--- src/rtl/isi_pkg.sv ---
// Shared types and sizing helpers for the ISI measurement path.
package isi_pkg;

  typedef enum logic [1:0] {
    CH_UNARMED = 2'd0,
    CH_ARMED   = 2'd1,
    CH_PENDING = 2'd2
  } ch_state_e;

  function automatic int unsigned ch_w(input int unsigned n_ch);
    return (n_ch > 1) ? $clog2(n_ch) : 1;
  endfunction

  // Packed record layout is {ch, isi, of}.
  function automatic int unsigned rec_w(input int unsigned n_ch, input int unsigned bit_isi);
    return ch_w(n_ch) + bit_isi + 1;
  endfunction

endpackage

--- src/rtl/isi_scheduler_if.sv ---
// Valid/ready record stream carrying completed intervals to the readout logic.
interface isi_scheduler_if
  import isi_pkg::*;
#(
  parameter int unsigned N_CH    = 4,
  parameter int unsigned BIT_ISI = 8
) ();

  localparam int unsigned CH_W = ch_w(N_CH);

  logic               out_valid;
  logic               out_ready;
  logic [CH_W-1:0]    out_ch;
  logic [BIT_ISI-1:0] out_isi;
  logic               out_of;

  modport master (output out_valid, out_ch, out_isi, out_of, input out_ready);
  modport slave  (input out_valid, out_ch, out_isi, out_of, output out_ready);

endinterface

--- src/rtl/isi_chan_cnt.sv ---
// Per-channel interval counter with sticky wrap flag; clear wins over count.
module isi_chan_cnt #(
  parameter int unsigned BIT_ISI = 8
) (
  input  logic               clk,
  input  logic               clr,
  input  logic               ce_i,
  input  logic               sclr_i,
  output logic [BIT_ISI-1:0] q_o,
  output logic               of_o
);

  logic [BIT_ISI-1:0] q_q, q_d;
  logic               of_q, of_d;

  always_comb begin
    q_d  = q_q;
    of_d = of_q;
    if (sclr_i) begin
      q_d  = '0;
      of_d = 1'b0;
    end else if (ce_i) begin
      q_d = q_q + BIT_ISI'(1);
      if (&q_q) of_d = 1'b1;
    end
  end

  always_ff @(posedge clk or posedge clr) begin
    if (clr) begin
      q_q  <= '0;
      of_q <= 1'b0;
    end else begin
      q_q  <= q_d;
      of_q <= of_d;
    end
  end

  assign q_o  = q_q;
  assign of_o = of_q;

endmodule

--- src/rtl/isi_scheduler.sv ---
// Multi-channel ISI measurement: prescaler, per-channel arm/snapshot FSMs and
// a round-robin arbiter draining one-deep per-channel slots onto a record stream.
module isi_scheduler
  import isi_pkg::*;
#(
  parameter int unsigned N_CH     = 4,
  parameter int unsigned BIT_ISI  = 8,
  parameter int unsigned TICK_DIV = 16
) (
  input  logic                clk,
  input  logic                clr,
  input  logic                en,
  input  logic [N_CH-1:0]     spike,
  isi_scheduler_if.master     rec,
  output logic [7:0]          drop_cnt
);

  localparam int unsigned CH_W  = ch_w(N_CH);
  localparam int unsigned PRE_W = (TICK_DIV > 1) ? $clog2(TICK_DIV) : 1;
  localparam int unsigned CNT_W = CH_W + 1;

  logic [PRE_W-1:0]   pre_q, pre_d;
  logic               tick;
  logic [N_CH-1:0]    hit;
  logic [BIT_ISI-1:0] cnt_q [N_CH];
  logic [N_CH-1:0]    cnt_of;

  ch_state_e          st_q [N_CH];
  ch_state_e          st_d [N_CH];
  logic [BIT_ISI-1:0] snap_isi_q [N_CH];
  logic [BIT_ISI-1:0] snap_isi_d [N_CH];
  logic [N_CH-1:0]    snap_of_q, snap_of_d;

  logic               valid_q, valid_d;
  logic [CH_W-1:0]    och_q, och_d;
  logic [BIT_ISI-1:0] oisi_q, oisi_d;
  logic               oof_q, oof_d;
  logic [CH_W-1:0]    last_q, last_d;
  logic [7:0]         drop_q, drop_d;
  logic [8:0]         drop_sum;

  logic               can_grant, gnt_any, grant, gnt_me;
  logic [CH_W-1:0]    gnt_idx, cand;
  logic [CNT_W-1:0]   drops;

  assign tick = en && (pre_q == PRE_W'(TICK_DIV - 1));
  assign hit  = spike & {N_CH{en}};

  always_comb begin
    pre_d = pre_q;
    if (tick)    pre_d = '0;
    else if (en) pre_d = pre_q + PRE_W'(1);
  end

  for (genvar i = 0; i < N_CH; i++) begin : g_ch
    isi_chan_cnt #(.BIT_ISI(BIT_ISI)) u_cnt (
      .clk    (clk),
      .clr    (clr),
      .ce_i   (tick),
      .sclr_i (hit[i]),
      .q_o    (cnt_q[i]),
      .of_o   (cnt_of[i])
    );
  end

  // First pending channel strictly after the last grant, wrapping around.
  always_comb begin
    gnt_any = 1'b0;
    gnt_idx = '0;
    cand    = '0;
    for (int unsigned k = 1; k <= N_CH; k++) begin
      cand = CH_W'((32'(last_q) + k) % N_CH);
      if (!gnt_any && st_q[cand] == CH_PENDING) begin
        gnt_any = 1'b1;
        gnt_idx = cand;
      end
    end
  end

  assign can_grant = !valid_q || rec.out_ready;
  assign grant     = can_grant && gnt_any;

  always_comb begin
    st_d       = st_q;
    snap_isi_d = snap_isi_q;
    snap_of_d  = snap_of_q;
    drops      = '0;
    gnt_me     = 1'b0;
    for (int unsigned i = 0; i < N_CH; i++) begin
      gnt_me = grant && (gnt_idx == CH_W'(i));
      case (st_q[i])
        CH_UNARMED: if (hit[i]) st_d[i] = CH_ARMED;
        CH_ARMED: begin
          if (hit[i]) begin
            st_d[i]       = CH_PENDING;
            snap_isi_d[i] = cnt_q[i];
            snap_of_d[i]  = cnt_of[i];
          end
        end
        CH_PENDING: begin
          // A spike landing with its own grant refills the slot it just vacated.
          if (hit[i] && gnt_me) begin
            snap_isi_d[i] = cnt_q[i];
            snap_of_d[i]  = cnt_of[i];
          end else if (gnt_me) begin
            st_d[i] = CH_ARMED;
          end else if (hit[i]) begin
            drops = drops + CNT_W'(1);
          end
        end
        default: st_d[i] = CH_UNARMED;
      endcase
    end
  end

  always_comb begin
    valid_d = valid_q;
    och_d   = och_q;
    oisi_d  = oisi_q;
    oof_d   = oof_q;
    last_d  = last_q;
    if (can_grant) begin
      valid_d = gnt_any;
      if (gnt_any) begin
        och_d  = gnt_idx;
        oisi_d = snap_isi_q[gnt_idx];
        oof_d  = snap_of_q[gnt_idx];
        last_d = gnt_idx;
      end
    end
    drop_sum = {1'b0, drop_q} + 9'(drops);
    drop_d   = drop_sum[8] ? 8'hFF : drop_sum[7:0];
  end

  always_ff @(posedge clk or posedge clr) begin
    if (clr) begin
      pre_q      <= '0;
      st_q       <= '{default: CH_UNARMED};
      snap_isi_q <= '{default: '0};
      snap_of_q  <= '0;
      valid_q    <= 1'b0;
      och_q      <= '0;
      oisi_q     <= '0;
      oof_q      <= 1'b0;
      last_q     <= CH_W'(N_CH - 1);
      drop_q     <= '0;
    end else begin
      pre_q      <= pre_d;
      st_q       <= st_d;
      snap_isi_q <= snap_isi_d;
      snap_of_q  <= snap_of_d;
      valid_q    <= valid_d;
      och_q      <= och_d;
      oisi_q     <= oisi_d;
      oof_q      <= oof_d;
      last_q     <= last_d;
      drop_q     <= drop_d;
    end
  end

  assign rec.out_valid = valid_q;
  assign rec.out_ch    = och_q;
  assign rec.out_isi   = oisi_q;
  assign rec.out_of    = oof_q;
  assign drop_cnt      = drop_q;

endmodule

--- src/flat_wrapper.sv ---
// flat-port wrapper written by rule: the top's interface ports become plain ports
module isi_scheduler_flat import isi_pkg::*;
#(
  parameter int unsigned N_CH     = 4,
  parameter int unsigned BIT_ISI  = 8,
  parameter int unsigned TICK_DIV = 16
)
  (clk, clr, en, spike, drop_cnt, rec_out_valid, rec_out_ch, rec_out_isi, rec_out_of, rec_out_ready);
  isi_scheduler_if #(.N_CH(N_CH), .BIT_ISI(BIT_ISI)) rec_i ();
  input  logic clk;
  input  logic clr;
  input  logic en;
  input  logic [N_CH-1:0] spike;
  output logic [7:0] drop_cnt;
  output wire logic [$bits(rec_i.out_valid)-1:0] rec_out_valid;
  output wire logic [$bits(rec_i.out_ch)-1:0] rec_out_ch;
  output wire logic [$bits(rec_i.out_isi)-1:0] rec_out_isi;
  output wire logic [$bits(rec_i.out_of)-1:0] rec_out_of;
  input wire logic [$bits(rec_i.out_ready)-1:0] rec_out_ready;
  assign rec_out_valid = rec_i.out_valid;
  assign rec_out_ch = rec_i.out_ch;
  assign rec_out_isi = rec_i.out_isi;
  assign rec_out_of = rec_i.out_of;
  assign rec_i.out_ready = rec_out_ready;
  isi_scheduler #(.N_CH(N_CH), .BIT_ISI(BIT_ISI), .TICK_DIV(TICK_DIV)) u_core (.clk(clk), .clr(clr), .en(en), .spike(spike), .rec(rec_i), .drop_cnt(drop_cnt));
endmodule
--- config.mk ---
export PLATFORM = sky130hd
export DESIGN_NAME = isi_scheduler_flat
export DESIGN_NICKNAME = d
export VERILOG_FILES = /design/src/rtl/isi_pkg.sv /design/src/rtl/isi_scheduler_if.sv /design/src/rtl/isi_chan_cnt.sv /design/src/rtl/isi_scheduler.sv /design/src/flat_wrapper.sv
export SDC_FILE = /design/constraint.sdc
export NUM_CORES = 1
export LEC_CHECK = 0
export ABC_AREA = 1
export CORE_ASPECT_RATIO = 0.9
export CORE_MARGIN = 1.5
export CORE_UTILIZATION = 50
export CTS_CLUSTER_DIAMETER = 100
export DETAILED_ROUTE_END_ITERATION = 8
export PLACE_DENSITY = 0.7
export SYNTH_ARGS = -nofsm -noshare
export SYNTH_HDL_FRONTEND = slang
export SYNTH_SLANG_ARGS = --single-unit
--- constraint.sdc ---
create_clock -name clk -period 11.8 [get_ports clk]
set_clock_uncertainty 0.1 [all_clocks]
set_input_delay 2.36 -clock clk [delete_from_list [all_inputs] [get_ports clk]]
set_output_delay 2.36 -clock clk [all_outputs]
set_load 0.01 [all_outputs]
-- After elaboration in Yosys (flattened, before gate mapping)
Index checks and enable logic that the tools add are counted.
W data, S select, Z words.
- reduce and logical (&&, ||, !) cells: 53
- order comparisons: 6
- muxes and demuxes: 108
- bitwise gates (word level): 6
- equality and inequality tests: 36
- add/sub/neg operators: 13
- operators with widths (cell ; count):
    $mux W8 ; 19
    $pmux W8 S2 ; 4
    $mux W2 ; 28
    $mux W3 ; 15
    $add A8 B1 Y8 const B ; 4
    $ne A2 B1 Y1 const B ; 16
    $reduce_and A8 Y1 ; 4
    $mux W1 ; 26
    $reduce_bool A2 Y1 ; 13
    $pmux W2 S3 ; 4
    $eq A2 B2 Y1 const B ; 10
    $bmux W2 S2 ; 4
    $bmux W8 S2 ; 1
    $reduce_and A4 Y1 ; 4
    $ge A3 B3 Y1 const B ; 5
    $not A2 Y3 ; 5
    $logic_and A1 B1 Y1 ; 13
    $reduce_and A3 Y1 ; 4
    $eq A2 B1 Y1 const B ; 5
    $logic_not A2 Y1 ; 5
    $reduce_and A2 Y1 ; 5
    $add A3 B1 Y3 const B ; 3
    $add A8 B3 Y9 ; 1
    $mux W4 ; 2
    other kinds (11) ; 22
- word-level logic and storage cells: 249
- bits in registers: 106
- input bits: 8
- output and inout port bits: 20

-- Depth between registers and ports, before layout
Gate-level depths: netlist of the first run.
- depth after elaboration: 38
- depth in mapped cells: 31

-- Cells and area by module
Synthesis of the first run repeated with hierarchy kept, for this count alone.
- cell total of the unflattened synthesis: 722
- area total of the unflattened synthesis: 5795.6 um^2
- by module, submodules not included (module ; area each (um^2) ; cells an instance ; times used):
    isi_scheduler ; 3788.6 ; 466 ; 1
    isi_chan_cnt ; 501.7 ; 64 ; 4

-- Worst setup path after synthesis of the first run
OpenSTA, ideal clock, no wires.
- path type: input to register
- start point: input port en
- end point: register u_core.drop_q[4] (netlist: u_core.drop_cnt[4])
- stages on the path: 21
- path slack: 6.080 ns
- setup time: 0.072 ns
- data required time: 11.628 ns
- arrival: 5.547 ns
- cells stage by stage: buf_4 nand2_1 clkbuf_1 nor2_1 nand2_1 inv_1 ha_1 nand3b_1 nand2_1 inv_1 ha_1 nand2_1 nand2_2 ha_1 o21ai_1 fa_1 nor2_1 nor2_1 nor3_1 nand3_1 nand3_1
- cells in the longest elaborated chain, start to end: 22
- elaborated cells on any way between the ends: 26
- those cells by class: add/sub (4); mux (17); bitwise (1); reduce/logical (4)
- RTL lines (element ; RTL line ; RTL):
    start, declared ; flat_wrapper.sv:12 ; input logic en;
    $and A4 B4 Y4 (*) ; isi_scheduler.sv:47 ; assign hit = spike & {N_CH{en}};
    $mux W1 ; isi_scheduler.sv:107 ; end else if (hit[i]) begin
    $mux W3 ; isi_scheduler.sv:105 ; end else if (gnt_me) begin
    $mux W3 ; isi_scheduler.sv:102 ; if (hit[i] && gnt_me) begin
    $mux W3 ; isi_scheduler.sv:91 ; case (st_q[i])
    $add A3 B1 Y3 ; isi_scheduler.sv:108 ; drops = drops + CNT_W'(1);
    $mux W3 ; isi_scheduler.sv:107 ;
    $mux W3 ; isi_scheduler.sv:105 ;
    (+7 left out) ; n/a ;
    $add A3 B1 Y3 ; isi_scheduler.sv:108 ;
    $mux W3 ; isi_scheduler.sv:107 ;
    $mux W3 ; isi_scheduler.sv:105 ;
    $mux W3 ; isi_scheduler.sv:102 ;
    $mux W3 (*) ; isi_scheduler.sv:91 ;
    $add A8 B3 Y9 (*) ; isi_scheduler.sv:131 ; drop_sum = {1'b0, drop_q} + 9'(drops);
    $mux W8 (*) ; isi_scheduler.sv:132 ; drop_d = drop_sum[8] ? 8'hFF : drop_sum[7:0];
    via u_core.drop_d[4] ; isi_scheduler.sv:39 ; logic [7:0] drop_q, drop_d;
    end signal, assigned ; isi_scheduler.sv:157 ; drop_q <= drop_d;
    end, declared ; isi_scheduler.sv:39 ;
The timed path passes the listed nets; every way through them passes the cells marked *.
A chain may end at the register's enable or synchronous reset.

-- Worst setup path after layout of the first run
- start point: input port en
- end point: register u_core.drop_q[5] (netlist: u_core.drop_cnt[5])
The elaborated chain is that of the path after synthesis.

==> results.sh, run 1 <==
export IMPL_fin_ws_ns=5.37
export IMPL_route_final_wire_length_um=12300
export IMPL_clock_latency_ns=0.34
export IMPL_ys_types=48
export IMPL_path_max_fanout=12
export IMPL_h_tree_depth=3
export IMPL_layout_common_cells="nand2_1 (187), dfrtp_1 (104), inv_1 (83), o21ai_0 (38), o21ai_2 (36)"
export IMPL_die_h_um=106
export IMPL_arrival_ns=6.60
export IMPL_power_switching_mw=0.737
export IMPL_cts_buffers=9
export IMPL_finalHoldViolations=0
export IMPL_cap_violations=0
export IMPL_cp_startpoint="en"
export IMPL_rows=37
export IMPL_clock_path_buffers=2
export IMPL_fin_crit_sh_pct=54.5
export IMPL_drt_initial_drc_count=377
export IMPL_hold_path_depth=2
export IMPL_worstSetupPathDepth=20
export IMPL_dr_pass1_iters=4
export IMPL_fmax_mhz=156
export IMPL_clockRootBuffer="clkbuf_16"
export IMPL_vias=4618
export IMPL_cts_num_sinks=106
export IMPL_overflow=0
export IMPL_status="finished, final reports clean"
export IMPL_critPathSlowestCell="clkdlybuf4s50_1"
export IMPL_preCtsSetupSlack_ns=5.07
export IMPL_post_cts_buffers=0
export IMPL_r2r_start="u_core.last_q[0]"
export IMPL_hold_path_class="reg2reg"
export IMPL_p_sw_share_pct=47.3
export IMPL_cp_start_kind="input port"
export IMPL_ys_warn_count=0
export IMPL_cts_hold_buf=0
export IMPL_die_area_sq_um=12400
export IMPL_drv_slew=0
export IMPL_power_density_nw_per_um2=239
export IMPL_post_cts_resized=0
export IMPL_cpMostUsedCell="nand2_1"
export IMPL_max_slew_worst_pin_slew_ns=0.668
export IMPL_ant_nets=0
export IMPL_critPathMaxStageDelay_ns=0.72
export IMPL_syn_area_sq_um=5850
export IMPL_clk_pin_slew_ns=0.08
export IMPL_grt_first_pass_wirelength_um=20900
export IMPL_critPathBufInv=3
export IMPL_crit_type="in2reg"
export IMPL_area_growth_syn_to_layout_pct=11.4
export IMPL_rrSetupSlack_ns=7.04
export IMPL_gp_congestion=0.866
export IMPL_die_w_um=117
export IMPL_drive_gt1_share_pct=14.7
export IMPL_worstPathRequired_ns=11.97
export IMPL_pwr_share_clk_pct=18.7
export IMPL_wl_per_cell_um=14.0
export IMPL_grt_usage_pct=21.6
export IMPL_rr_worst_depth=26
export IMPL_setup_viol=0
export IMPL_syn_nets=725
export IMPL_io_pins=28
export IMPL_path_delay_family="simple AND/OR/NAND/NOR gates"
export IMPL_peakVddDrop_uv=95.6
export IMPL_cp_end_kind="flip-flop"
export IMPL_synth_seq_cells=106
export IMPL_min_period_ns=6.43
export IMPL_p_leak_nw=3.09
export IMPL_synthCells=689
export IMPL_reg2reg_to="u_core.drop_cnt[5]"
export IMPL_p_seq_share_pct=30.9
export IMPL_antenna_found_initial=0
export IMPL_initial_core_util_pct=51.2
export IMPL_grt_max_degree=56
export IMPL_comb_power_share_pct=50.4
export IMPL_crit_end="u_core.drop_cnt[5]"
export IMPL_grt_pass1_vias=4480
export IMPL_diodes=0
export IMPL_final_common_cell="nand2_1"
export IMPL_postSynthAreaPerCell_sq_um=8.49
export IMPL_hpwlAfterDp_um=9180
export IMPL_finalNetCount=753
export IMPL_slew_headroom_pct=55.5
export IMPL_drc=0
export IMPL_core_sq_um=11400
export IMPL_portBuffers=27
export IMPL_avgViaCountPerCell=5.26
export IMPL_ys_seq_area_share_pct=45.4
export IMPL_internal_power_mw=0.821
export IMPL_tns_ns=0
export IMPL_cts_tree="done"
export IMPL_fillers=1053
export IMPL_rsz0062_at_grt="no"
export IMPL_worstPathCellList="clkdlybuf4s50_1, nand2_1, nor2_1, nand2_1, inv_1, ha_1, nand3b_1, nand2_1, inv_1, ha_1, nand2_1, nand2_2, ha_1, o21ai_1, fa_1, nor2_1, nor2_1, nor3_1, nand3_1, nand3_1"
[flip-flops by register name (all words and copies together) (netlist names)]
signal and count:
u_core.drop_cnt 8, u_core.g_ch.u_cnt.of_o 4, u_core.g_ch.u_cnt.q_o 32, u_core.last_q 2
u_core.pre_q 4, u_core.rec.out_ch 2, u_core.rec.out_isi 8, u_core.rec.out_of 1
u_core.rec.out_valid 1, u_core.snap_isi_q 32, u_core.snap_of_q 4, u_core.st_q 8
[cell families (layout without fill, tap and decap cells)]
kind of cell	after synthesis	count (layout)	share of synthesized area, %
xor+xnor	2	2	0.299
simple gates	329	329	26.9
compound gates	120	120	13.6
flops	106	106	45.4
fa+ha+maj	28	28	6.12
buf+inv	104	137	7.76
[stage by stage]
step	power [mW]	cells	cell area (sq um)	utilization, %	hold slack [ns]
after CTS	1.57	878	6520	57.0	0.387
after detailed placement	1.27	862	6230	54.5	0.369
after global placement	1.25	862	6230	54.5	0.373
final	1.56	878	6520	57.0	0.387
after floorplan	1.13	689	5850	-	0.355
after global routing	1.70	878	6520	57.0	0.412
[worst reg2reg max path, cell delays in order (launching register included)]
cell and delay, ns:
dfstp_2 0.69, inv_6 0.09, nand2_2 0.11, nand2_1 0.07, nand2_1 0.08, nand2_2 0.09, nand4_4 0.12, nand2_4 0.11
inv_4 0.21, nand3_4 0.11, nand2_1 0.12, inv_1 0.05, ha_1 0.27, nand3b_1 0.19, nand2_1 0.12, inv_1 0.05
ha_1 0.26, nand2_1 0.10, nand2_2 0.06, ha_1 0.29, o21ai_1 0.09, fa_1 0.42, nor2_1 0.14, nor2_1 0.08
nor3_1 0.23, nand3_1 0.27, nand3_1 0.17
[final cells by class]
type | count | area [sq um] | share of cell area [%]
clock inverter | 7 | 61.3 | 0.941
clock buffer | 9 | 225 | 3.46
inverter | 93 | 362 | 5.55
timing repair buffer | 28 | 278 | 4.26
sequential | 106 | 2660 | 40.7
multi-input combinational | 479 | 2740 | 42.1
tap | 156 | 195 | 2.99
[power groups by stage]
stage | clock (mW) | combinational [mW] | sequential (mW)
3_3_place_gp | 0 | 0.766 | 0.487
5_1_grt | 0.313 | 0.891 | 0.491
3_5_place_dp | 0 | 0.785 | 0.488
6_report | 0.291 | 0.785 | 0.482
4_1_cts | 0.297 | 0.790 | 0.482
2_1_floorplan | 0 | 0.647 | 0.480
[cell usage after synthesis (all sizes together)]
cell type / count / area [sq um]
a21oi: 32 / 164
nand2: 205 / 820
a211oi: 3 / 22.5
inv: 92 / 355
nor3: 17 / 85.1
a31oi: 1 / 6.26
a221oi: 1 / 8.76
fa: 1 / 20.0
a41oi: 1 / 8.76
nor2: 36 / 150
clkinv: 1 / 3.75
nand4: 14 / 109
and2: 1 / 6.26
or3: 1 / 6.26
o31ai: 1 / 7.51
nand3: 50 / 363
ha: 27 / 338
clkbuf: 3 / 11.3
o22a: 2 / 17.5
o21a: 1 / 7.51
o21ai: 77 / 543
xnor2: 1 / 8.76
buf: 8 / 83.8
xor2: 1 / 8.76
dfstp: 2 / 52.6
dfrtp: 104 / 2600
o21bai: 1 / 7.51
nor4: 3 / 18.8
nand3b: 1 / 7.51
nor3b: 1 / 7.51
[layer usage]
layer / global-route usage [%] / share of wire (%)
met4: 7.14 / 2.1
met5: 0 / 0
met3: 4.49 / 3.6
met2: 34.2 / 47
met1: 29.6 / 48
[worst min-delay path by stage]
stage,startpoint,endpoint,slack (ns)
2_1_floorplan,u_core.snap_isi_q[25],u_core.snap_isi_q[25],0.35
3_3_place_gp,u_core.snap_isi_q[8],u_core.snap_isi_q[8],0.37
3_5_place_dp,u_core.snap_of_q[0],u_core.snap_of_q[0],0.37
4_1_cts,u_core.snap_of_q[0],u_core.snap_of_q[0],0.39
5_1_grt,u_core.rec.out_isi[7],u_core.rec.out_isi[7],0.41
6_report,u_core.snap_isi_q[25],u_core.snap_isi_q[25],0.39
(Power assumes the default switching activity.)
==> run 2, diff against run 1 <==
--- a/config.mk
+++ b/config.mk
@@ -11,7 +11,7 @@
 export CORE_UTILIZATION = 50
 export CTS_CLUSTER_DIAMETER = 100
 export DETAILED_ROUTE_END_ITERATION = 8
-export PLACE_DENSITY = 0.7
+export PLACE_DENSITY = 0.73
 export SYNTH_ARGS = -nofsm -noshare
 export SYNTH_HDL_FRONTEND = slang
 export SYNTH_SLANG_ARGS = --single-unit
==> constraint.sdc (replaced) <==
create_clock -name clk -period 5.5 [get_ports clk]
set_clock_uncertainty 0.1 [all_clocks]
set_input_delay 1.1 -clock clk [delete_from_list [all_inputs] [get_ports clk]]
set_output_delay 1.1 -clock clk [all_outputs]
set_load 0.01 [all_outputs]
==> run 2 against run 1 <==
Net effect:
- first-iteration DRC count is 12% lower
- flip-flop and latch count stayed put
- non-clock buffer count is 3 higher
- sequential share of layout area is 0.20 points lower
- combinational power is 120% higher
==> results.sh, run 2 (synthesis results as in run 1) <==
export IMPL_p_seq_share_pct=30.6
export IMPL_cts_buffers=9
export IMPL_die_area_sq_um=12400
export IMPL_peakVddDrop_uv=238
export IMPL_worstPathCellList="clkdlybuf4s50_1, inv_1, nand2_1, nand2_4, inv_4, nand3_4, nand2_1, inv_1, ha_1, nand3b_1, nand2_1, inv_1, ha_1, nand2_1, nand2_2, ha_1, o21ai_1, fa_1, nor2_1, nor2_1, nor3_1, nand3_1, nand3_1"
export IMPL_hold_path_depth=2
export IMPL_antenna_found_initial=0
export IMPL_slew_headroom_pct=37.2
export IMPL_worstSetupPathDepth=23
export IMPL_drt_initial_drc_count=332
export IMPL_cap_violations=0
export IMPL_status="finished, final reports clean"
export IMPL_clockRootBuffer="clkbuf_16"
export IMPL_preCtsSetupSlack_ns=0.159
export IMPL_power_switching_mw=1.58
export IMPL_die_w_um=117
export IMPL_rrSetupSlack_ns=0.63
export IMPL_cp_end_kind="flip-flop"
export IMPL_grt_usage_pct=22.3
export IMPL_final_common_cell="nand2_1"
export IMPL_clk_pin_slew_ns=0.07
export IMPL_critPathSlowestCell="clkdlybuf4s50_1"
export IMPL_critPathBufInv=5
export IMPL_min_period_ns=4.98
export IMPL_ant_nets=0
export IMPL_power_density_nw_per_um2=518
export IMPL_comb_power_share_pct=50.5
export IMPL_rsz0062_at_grt="no"
export IMPL_arrival_ns=5.15
export IMPL_fillers=1043
export IMPL_cp_start_kind="input port"
export IMPL_grt_first_pass_wirelength_um=21400
export IMPL_placed_cells=865
export IMPL_post_cts_resized=0
export IMPL_diodes=0
export IMPL_die_h_um=106
export IMPL_crit_type="in2reg"
export IMPL_gp_congestion=0.918
export IMPL_io_pins=28
export IMPL_cts_hold_buf=0
export IMPL_cts_tree="done"
export IMPL_pwr_share_clk_pct=18.9
export IMPL_internal_power_mw=1.81
export IMPL_overflow=0
export IMPL_dr_pass1_iters=5
export IMPL_drv_slew=0
export IMPL_finalHoldViolations=0
export IMPL_layout_common_cells="nand2_1 (187), dfrtp_1 (104), inv_1 (83), o21ai_0 (38), o21ai_2 (36)"
export IMPL_worstPathRequired_ns=5.68
export IMPL_path_delay_family="simple AND/OR/NAND/NOR gates"
export IMPL_max_slew_worst_pin_slew_ns=0.942
export IMPL_fin_ws_ns=0.525
export IMPL_hold_path_class="reg2reg"
export IMPL_p_sw_share_pct=46.5
export IMPL_clock_latency_ns=0.35
export IMPL_p_leak_nw=3.11
export IMPL_setup_viol=0
export IMPL_finalNetCount=756
export IMPL_rr_worst_depth=26
export IMPL_power_total_mw=3.39
export IMPL_critPathMaxStageDelay_ns=0.46
export IMPL_initial_core_util_pct=51.2
export IMPL_wl_per_cell_um=14.4
export IMPL_area_growth_syn_to_layout_pct=12.0
export IMPL_clock_path_buffers=2
export IMPL_avgViaCountPerCell=5.34
export IMPL_drc=0
export IMPL_drive_gt1_share_pct=14.9
export IMPL_vias=4705
export IMPL_cts_num_sinks=106
export IMPL_h_tree_depth=3
export IMPL_grt_pass1_vias=4595
export IMPL_fin_crit_sh_pct=90.5
export IMPL_portBuffers=27
export IMPL_fmax_mhz=201
export IMPL_route_final_wire_length_um=12600
export IMPL_cpMostUsedCell="nand2_1"
export IMPL_hpwlAfterDp_um=9630
export IMPL_path_max_fanout=20
export IMPL_final_cell_count_no_fill=881
export IMPL_core_sq_um=11400
export IMPL_grt_max_degree=78
export IMPL_rows=37
export IMPL_tns_ns=0
export IMPL_post_cts_buffers=0
run 2: changes by cell type in the layout (fill, tap and decap cells not counted), sizes merged:
| cell | delta |
|---|---|
| clkbuf | +2 |
| buf | +3 |
| inv | -3 |
| bufinv | +1 |
| clkinvlp | -1 |
| clkinv | +1 |
run 2: power groups by stage:
stage          Sequential (mW)  Combinational, mW  Clock (mW)
2_1_floorplan             1.03               1.39           0
3_3_place_gp              1.04               1.64           0
3_5_place_dp              1.05               1.71           0
4_1_cts                   1.04               1.72       0.653
5_1_grt                   1.06               1.92       0.681
6_report                  1.04               1.71       0.640
run 2: worst register-to-register path, cell delays in order, from the launching register on:
cell,delay [ns]
dfstp_2,0.69
inv_6,0.09
nand2_1,0.12
nand2_1,0.08
nand2_1,0.07
nand2_2,0.09
nand4_4,0.12
nand2_4,0.11
inv_4,0.20
nand3_4,0.11
nand2_1,0.11
inv_1,0.05
ha_1,0.27
nand3b_1,0.19
nand2_1,0.14
inv_1,0.06
ha_1,0.27
nand2_1,0.10
nand2_2,0.06
ha_1,0.30
o21ai_1,0.11
fa_1,0.44
nor2_1,0.16
nor2_1,0.08
nor3_1,0.23
nand3_1,0.27
nand3_1,0.16
run 2: per-stage QoR:
step / utilization (%) / hold slack, ns / area, sq um
after floorplan: - / 0.355 / 5850
after detailed placement: 54.7 / 0.373 / 6250
after global routing: 57.3 / 0.411 / 6550
final: 57.3 / 0.389 / 6550
after CTS: 57.3 / 0.390 / 6550
after global placement: 54.7 / 0.370 / 6250
run 2: worst paths after layout:
| kind | start | end |
|---|---|---|
| max reg2reg | u_core.last_q[0] | u_core.drop_cnt[4] |
| max in group asynchronous | clr | u_core.g_ch[0].u_cnt.q_o[0] |
| max | rec_out_ready | u_core.drop_cnt[4] |
| min reg2reg | u_core.snap_isi_q[16] | u_core.snap_isi_q[16] |
| min | u_core.snap_isi_q[16] | u_core.snap_isi_q[16] |
| min in group asynchronous | clr | u_core.snap_isi_q[7] |
run 2: area by class of cell:
| type | instances | area (sq um) | area share (%) |
|---|---|---|---|
| clock inverters | 5 | 53.8 | 0.821 |
| well taps | 156 | 195 | 2.98 |
| repair buffers | 31 | 300 | 4.58 |
| multi-input cells | 479 | 2740 | 41.9 |
| inverters | 93 | 362 | 5.52 |
| flip-flops and latches | 106 | 2660 | 40.5 |
| clock buffers | 11 | 243 | 3.71 |
run 2: per-layer routing:
metal / part of all wire, % / wire [um] / vias to the layer above / GRT usage (%)
li1: - / - / 2304 / -
met1: 44 / 5610 / 2278 / 29.1
met2: 48 / 6110 / 100 / 36.0
met3: 4.9 / 622 / 23 / 5.23
met4: 2.4 / 306 / 0 / 8.95
met5: 0 / 0 / - / 0
